--- src/rtl/serial_add_ctrl_pkg.sv ---
// Shared constants for the byte-serial add/subtract controller:
// FSM state encoding, datapath byte width and the signed-overflow rule.
package serial_add_ctrl_pkg;

    localparam int BYTE_W = 8;

    localparam logic [1:0] ST_IDLE = 2'd0;
    localparam logic [1:0] ST_ADD  = 2'd1;
    localparam logic [1:0] ST_DONE = 2'd2;

    // Two's-complement overflow: operands agree in sign but the result does not.
    function automatic logic signed_ovf(input logic a_msb,
                                        input logic b_msb,
                                        input logic s_msb);
        return (a_msb == b_msb) && (s_msb != a_msb);
    endfunction

endpackage

--- src/rtl/serial_add_ctrl_rca8bit.sv ---
// 8-bit ripple-carry adder used as the single byte-wide datapath slice.
module RCA8bit
    import serial_add_ctrl_pkg::*;
(
    input  logic [BYTE_W-1:0] A,
    input  logic [BYTE_W-1:0] B,
    input  logic              Cin,
    output logic [BYTE_W-1:0] S,
    output logic              Cout
);

    // Ripple the carry bit by bit through a chain of full adders.
    always_comb begin
        logic v_c;
        v_c = Cin;
        S   = {BYTE_W{1'b0}};
        for (int i = 0; i < BYTE_W; i++) begin
            S[i] = A[i] ^ B[i] ^ v_c;
            v_c  = (A[i] & B[i]) | (A[i] & v_c) | (B[i] & v_c);
        end
        Cout = v_c;
    end

endmodule

--- src/rtl/serial_add_ctrl.sv ---
// Byte-serial adder/subtractor controller. An accepted operation is
// processed one byte per clock through a single 8-bit ripple adder,
// least-significant byte first, then held in DONE until consumed.
module serial_add_ctrl
    import serial_add_ctrl_pkg::*;
#(
    parameter int NBYTES = 4
)(
    input  logic                     clk,
    input  logic                     rst,
    input  logic                     start_valid,
    output logic                     start_ready,
    input  logic [BYTE_W*NBYTES-1:0] A,
    input  logic [BYTE_W*NBYTES-1:0] B,
    input  logic                     Cin,
    input  logic                     Sub,
    output logic [BYTE_W*NBYTES-1:0] S,
    output logic                     Cout,
    output logic                     Ovf,
    output logic                     done_valid,
    input  logic                     done_ready,
    output logic                     busy
);

    localparam int W     = BYTE_W * NBYTES;
    localparam int IDX_W = $clog2(NBYTES);
    localparam logic [IDX_W-1:0] IDX_LAST = IDX_W'(NBYTES - 1);
    localparam logic [IDX_W-1:0] IDX_ONE  = IDX_W'(1);

    logic [1:0]        r_state;
    logic [1:0]        w_state_nxt;
    logic [W-1:0]      r_a;
    logic [W-1:0]      r_beff;
    logic [W-1:0]      r_s;
    logic [IDX_W-1:0]  r_idx;
    logic              r_carry;
    logic              r_cout;
    logic              r_ovf;
    logic              r_start_ready;
    logic              r_done_valid;
    logic              r_busy;

    logic [BYTE_W-1:0] w_a_byte;
    logic [BYTE_W-1:0] w_b_byte;
    logic [BYTE_W-1:0] w_sum;
    logic              w_cout;
    logic              w_last;
    logic              w_ovf;

    // Select the current byte of the captured operands for the adder.
    always_comb begin
        w_a_byte = r_a[r_idx*BYTE_W +: BYTE_W];
        w_b_byte = r_beff[r_idx*BYTE_W +: BYTE_W];
    end

    RCA8bit u_rca (
        .A    (w_a_byte),
        .B    (w_b_byte),
        .Cin  (r_carry),
        .S    (w_sum),
        .Cout (w_cout)
    );

    assign w_last = (r_idx == IDX_LAST);
    assign w_ovf  = signed_ovf(r_a[W-1], r_beff[W-1], w_sum[BYTE_W-1]);

    // Next-state decode: IDLE -> ADD on accept, ADD -> DONE after the top byte,
    // DONE -> IDLE once the consumer takes the result.
    always_comb begin
        w_state_nxt = r_state;
        case (r_state)
            ST_IDLE: begin
                if (start_valid) begin
                    w_state_nxt = ST_ADD;
                end else begin
                    w_state_nxt = ST_IDLE;
                end
            end
            ST_ADD: begin
                if (w_last) begin
                    w_state_nxt = ST_DONE;
                end else begin
                    w_state_nxt = ST_ADD;
                end
            end
            ST_DONE: begin
                if (done_ready) begin
                    w_state_nxt = ST_IDLE;
                end else begin
                    w_state_nxt = ST_DONE;
                end
            end
            default: begin
                w_state_nxt = ST_IDLE;
            end
        endcase
    end

    // State register plus handshake/status flags registered from the next state.
    always_ff @(posedge clk or posedge rst) begin
        if (rst) begin
            r_state       <= ST_IDLE;
            r_start_ready <= 1'b1;
            r_done_valid  <= 1'b0;
            r_busy        <= 1'b0;
        end else begin
            r_state       <= w_state_nxt;
            r_start_ready <= (w_state_nxt == ST_IDLE);
            r_done_valid  <= (w_state_nxt == ST_DONE);
            r_busy        <= (w_state_nxt == ST_ADD);
        end
    end

    // Operand capture on accept, then one result byte per ADD cycle.
    // The effective B is stored already inverted for subtraction.
    always_ff @(posedge clk or posedge rst) begin
        if (rst) begin
            r_a     <= {W{1'b0}};
            r_beff  <= {W{1'b0}};
            r_s     <= {W{1'b0}};
            r_idx   <= {IDX_W{1'b0}};
            r_carry <= 1'b0;
            r_cout  <= 1'b0;
            r_ovf   <= 1'b0;
        end else begin
            case (r_state)
                ST_IDLE: begin
                    if (start_valid) begin
                        r_a     <= A;
                        r_beff  <= Sub ? ~B : B;
                        r_carry <= Sub ? 1'b1 : Cin;
                        r_idx   <= {IDX_W{1'b0}};
                    end else begin
                        r_a     <= r_a;
                        r_beff  <= r_beff;
                        r_carry <= r_carry;
                        r_idx   <= r_idx;
                    end
                end
                ST_ADD: begin
                    r_s[r_idx*BYTE_W +: BYTE_W] <= w_sum;
                    r_carry <= w_cout;
                    r_cout  <= w_cout;
                    // Index returns to 0 after the top byte so it never
                    // addresses past the operand.
                    if (w_last) begin
                        r_idx <= {IDX_W{1'b0}};
                        r_ovf <= w_ovf;
                    end else begin
                        r_idx <= r_idx + IDX_ONE;
                        r_ovf <= r_ovf;
                    end
                end
                default: begin
                    r_idx   <= r_idx;
                    r_carry <= r_carry;
                end
            endcase
        end
    end

    assign start_ready = r_start_ready;
    assign done_valid  = r_done_valid;
    assign busy        = r_busy;
    assign S           = r_s;
    assign Cout        = r_cout;
    assign Ovf         = r_ovf;

endmodule

--- config.mk ---
export PLATFORM = sky130hd
export DESIGN_NAME = serial_add_ctrl
export DESIGN_NICKNAME = d
export VERILOG_FILES = /design/src/rtl/serial_add_ctrl_pkg.sv /design/src/rtl/serial_add_ctrl_rca8bit.sv /design/src/rtl/serial_add_ctrl.sv
export SDC_FILE = /design/constraint.sdc
export NUM_CORES = 1
export LEC_CHECK = 0
export BUFFER_PORTS_ARGS = -buffer_cell sky130_fd_sc_hd__buf_2
export CAP_MARGIN = 5
export CORE_UTILIZATION = 56
export CTS_BUF_LIST = sky130_fd_sc_hd__clkbuf_4
export DETAILED_ROUTE_END_ITERATION = 10
export GPL_TIMING_DRIVEN = 1
export PLACE_DENSITY = 0.92
export SYNTH_ARGS = -nofsm -noshare
export SYNTH_HDL_FRONTEND = slang
export SYNTH_SLANG_ARGS = --single-unit
--- constraint.sdc ---
create_clock -name clk -period 5.9 [get_ports clk]
set_input_delay 1.18 -clock clk [delete_from_list [all_inputs] [get_ports clk]]
set_output_delay 1.18 -clock clk [all_outputs]
set_load 0.03 [all_outputs]
==> run_summary.xml <==
<?xml version="1.0" encoding="UTF-8"?>
<metrics>
  <group name="critical_path">
    <metric name="path_class" unit="">flip-flop to flip-flop</metric>
    <metric name="worst_path_max_fanout" unit="">11</metric>
    <metric name="worstRegToRegCells" unit="">14</metric>
    <metric name="worst_setup_path_start_kind" unit="">flip-flop</metric>
    <metric name="path_cells" unit="">mux4_2 &gt; fa_1 &gt; inv_1 &gt; fa_1 &gt; fa_1 &gt; fa_1 &gt; fa_1 &gt; fa_1 &gt; fa_1 &gt; inv_1 &gt; fa_1 &gt; and3b_1 &gt; a21oi_1 &gt; a31oi_1</metric>
    <metric name="regToRegStartpoint" unit="">r_idx[0]</metric>
    <metric name="endpoint" unit="">Ovf</metric>
    <metric name="cp_data_arrival_time" unit="ns">5.15</metric>
    <metric name="critical_path.startpoint" unit="">r_idx[0]</metric>
    <metric name="rr_endpoint" unit="">Ovf</metric>
    <metric name="worst_path_max_delay_cell" unit="">sky130_fd_sc_hd__dfrtp_1</metric>
    <metric name="end_kind" unit="">flip-flop</metric>
    <metric name="r2r_setup_slack" unit="ns">1.14</metric>
    <metric name="cp_data_required_time" unit="ns">6.29</metric>
    <metric name="critPathMostFrequentCell" unit="">sky130_fd_sc_hd__fa_1</metric>
    <metric name="critical_path.max_stage_delay" unit="ns">0.77</metric>
  </group>
  <group name="grt">
    <metric name="grt_first_pass_wirelength" unit="um">16800</metric>
    <metric name="grt_max_degree" unit="">97</metric>
    <metric name="antenna_violations_before_repair" unit="">0</metric>
    <metric name="first_global_vias" unit="">3324</metric>
    <metric name="global_route.overflow_total" unit="">0</metric>
    <metric name="grt_use_total" unit="%">25.1</metric>
  </group>
  <group name="clock_tree">
    <metric name="tritoncts.num_buffers" unit="">9</metric>
    <metric name="hold_buffer_count_at_cts" unit="">0</metric>
    <metric name="insertion_delay" unit="ns">0.46</metric>
    <metric name="cts.reportedPaths.clkPinSlew" unit="ns">0.16</metric>
    <metric name="cts.root.buffer_cell" unit="">sky130_fd_sc_hd__clkbuf_4</metric>
    <metric name="post_cts.resized_instances" unit="">0</metric>
    <metric name="cts_tree" unit="">yes</metric>
    <metric name="cts_num_sinks" unit="">106</metric>
    <metric name="htree_levels" unit="">3</metric>
    <metric name="postCtsSetupRepairBufs" unit="">0</metric>
    <metric name="clockBufferDepth" unit="">2</metric>
  </group>
  <group name="logic_synthesis">
    <metric name="post-synth-top-count-cell" unit="">sky130_fd_sc_hd__dfrtp_1</metric>
    <metric name="avgSynthCellArea" unit="sq um">13.2</metric>
    <metric name="yosysTopAreaCell" unit="">sky130_fd_sc_hd__dfrtp_1</metric>
    <metric name="synth_edf_count" unit="">0</metric>
    <metric name="synth_nets" unit="">458</metric>
    <metric name="synth.ff_latch_count" unit="">106</metric>
    <metric name="synth_area_leaders" unit="">sky130_fd_sc_hd__dfrtp_1 53%, sky130_fd_sc_hd__mux2_2 7.3%, sky130_fd_sc_hd__mux4_2 7.3%, sky130_fd_sc_hd__xnor2_1 5.7%, sky130_fd_sc_hd__o2bb2ai_1 4.3%</metric>
    <metric name="yosys_warnings" unit="">0</metric>
    <metric name="ys_seq_area_share" unit="%">53.8</metric>
    <metric name="summed_instance_area_of_the_synthesized_netlist" unit="sq mm">0.00493</metric>
    <metric name="ys_async_sr_fraction" unit="%">100</metric>
    <metric name="synthesis.instances" unit="">374</metric>
    <metric name="synth_top_cell_area_share" unit="%">53.2</metric>
    <metric name="yosys-top-cells-count" unit="">105 x sky130_fd_sc_hd__dfrtp_1, 36 x sky130_fd_sc_hd__a21oi_1, 36 x sky130_fd_sc_hd__nor2_1</metric>
    <metric name="dominantRegCellSynth" unit="">sky130_fd_sc_hd__dfrtp_1</metric>
    <metric name="synth_cell_types" unit="">35</metric>
  </group>
  <group name="die">
    <metric name="number_of_placement_rows" unit="">33</metric>
    <metric name="dieHeight" unit="um">95.9</metric>
    <metric name="effective_utilization_at_floorplan" unit="%">58.9</metric>
    <metric name="coreArea" unit="sq mm">0.00838</metric>
    <metric name="dieArea" unit="sq mm">0.00919</metric>
    <metric name="die_w" unit="um">95.9</metric>
    <metric name="io_pins" unit="">107</metric>
  </group>
  <group name="detailed_routing">
    <metric name="drcViolationCount" unit="">0</metric>
    <metric name="dr_total_vias" unit="">3370</metric>
    <metric name="first_pass_iters" unit="">4</metric>
    <metric name="drt-total-wl" unit="um">10700</metric>
    <metric name="routed_via_density" unit="">5.77</metric>
    <metric name="number_of_nets_with_antenna_violations_after_detailed_routing" unit="">0</metric>
    <metric name="per_cell_routed_wire_length" unit="um">18.3</metric>
    <metric name="drtIter0Drc" unit="">199</metric>
  </group>
  <group name="placed_design">
    <metric name="dp_hpwl" unit="um">7920</metric>
    <metric name="post_place_worst_slack" unit="ns">1.12</metric>
    <metric name="port-buffer-count" unit="">106</metric>
    <metric name="finalWeightedCongestion" unit="">0.814</metric>
    <metric name="placement.cell_area" unit="sq mm">0.00550</metric>
  </group>
  <group name="run_status">
    <metric name="run_status" unit="">completed</metric>
  </group>
  <group name="timing">
    <metric name="period_needed" unit="ns">4.76</metric>
    <metric name="timing.final.setup_violations" unit="">0</metric>
    <metric name="tns" unit="ns">0</metric>
    <metric name="maxSlewViolCount" unit="">0</metric>
    <metric name="timing.clock.skew" unit="ns">0.0217</metric>
    <metric name="final-hold-violation-count" unit="">0</metric>
    <metric name="worst_pin_slew" unit="ns">0.948</metric>
    <metric name="hold_worst_slack" unit="ns">0.505</metric>
    <metric name="timing.fmax" unit="MHz">210</metric>
    <metric name="worst_slack" unit="ns">1.14</metric>
    <metric name="rsz0062_at_grt" unit="">false</metric>
    <metric name="layout_worst_path_cycle_share" unit="%">80.7</metric>
    <metric name="timing.max_slew.rel_slack" unit="%">36.8</metric>
  </group>
  <group name="cells_and_area">
    <metric name="drive_above_1_share" unit="%">39.0</metric>
    <metric name="number_of_filler_instances_in_the_final_layout" unit="">608</metric>
    <metric name="final_cell_area" unit="sq mm">0.00562</metric>
    <metric name="final_core_utilization" unit="%">67.1</metric>
    <metric name="post_synthesis_to_final_layout_area_growth" unit="%">13.9</metric>
    <metric name="finalNetCount" unit="">558</metric>
    <metric name="diodes" unit="">0</metric>
  </group>
  <group name="min_path">
    <metric name="hold_path_class" unit="">flip-flop to flip-flop</metric>
    <metric name="hp-start" unit="">S[25]</metric>
  </group>
  <group name="power">
    <metric name="power_leakage" unit="nW">2.61</metric>
    <metric name="ir_worst_vdd" unit="mV">0.495</metric>
    <metric name="power_density" unit="mW/mm^2">650</metric>
  </group>
  <group name="flow_run">
    <metric name="maxCapViolations" unit="">0</metric>
  </group>
</metrics>
-- layout by cell type (no fill, tap or decap), drive strengths merged, types with 8 or more instances in the layout --
cell	synthesis	routed
nand2	10	10
dfrtp	105	105
buf	20	110
clkbuf	1	9
a21oi	36	36
mux2	32	32
nor2	36	36
fa	8	8
inv	19	21
o2bb2ai	30	30
xnor2	32	32
mux4	16	16
-- report_power, final --
group	leakage, nW	total, mW	switching (mW)	internal, mW
Combinational	1.26	2.01	1.18	0.832
Clock	0.0667	0.333	0.243	0.0900
Sequential	1.29	1.31	0.249	1.06
Total	2.61	3.65	1.67	1.98
-- worst max-delay path: cells and delay by family, from the launching register on --
| kind | cells | cell delay [ns] |
|---|---|---|
| adders and majority gates | 8 | 2.98 |
| buffers and inverters | 2 | 0.13 |
| DFF | 1 | 0.77 |
| muxes | 1 | 0.36 |
| AOI/OAI and AO/OA | 2 | 0.21 |
| and+or+nand+nor | 1 | 0.23 |
-- cells by family (layout without fill, tap and decap cells) --
kind of cell,after synthesis,count (layout),synth area share (%)
compound gates,76,76,11.3
xor+xnor,32,32,5.68
fa+ha+maj,14,14,4.77
buf+inv,40,145,4.06
flops,106,106,53.8
mux,48,48,14.6
simple gates,58,58,5.83
-- state kept, by name (all words and copies together), names as in the netlist --
signal / count
Cout: 1
Ovf: 1
S: 32
busy: 1
done_valid: 1
r_a: 32
r_beff: 32
r_carry: 1
r_idx: 2
r_state: 2
start_ready: 1
-- final cells by class --
class,count,area [sq um],share of cell area [%]
clock buffers,9,67.6,1.20
well taps,105,131,2.34
inverters,19,73.8,1.31
repair buffers,110,561,9.97
flip-flops and latches,106,2650,47.2
clock inverters,7,52.6,0.935
multi-input cells,228,2080,37.0
-- stage by stage --
stage,total power [mW],instances
2_1_floorplan,2.70,374
5_1_grt,3.89,584
4_1_cts,3.65,584
6_report,3.65,584
3_3_place_gp,3.21,568
3_5_place_dp,3.32,568
-- how the worst min path moves through the flow --
stage              end  slack (ns)  depth (start not counted)
2_1_floorplan  r_a[22]        0.48                          1
3_3_place_gp     S[29]        0.47                          1
3_5_place_dp     S[25]        0.47                          1
4_1_cts          S[25]        0.51                          1
5_1_grt          S[25]        0.53                          1
6_report         S[25]        0.51                          1
-- metal layers --
metal  global-route usage (%)  wire length [um]
met1                     34.6              4570
met2                     39.6              5180
met3                     3.87               649
met4                     11.8               289
met5                        0                 0
Power figures use the tool's default switching activity.
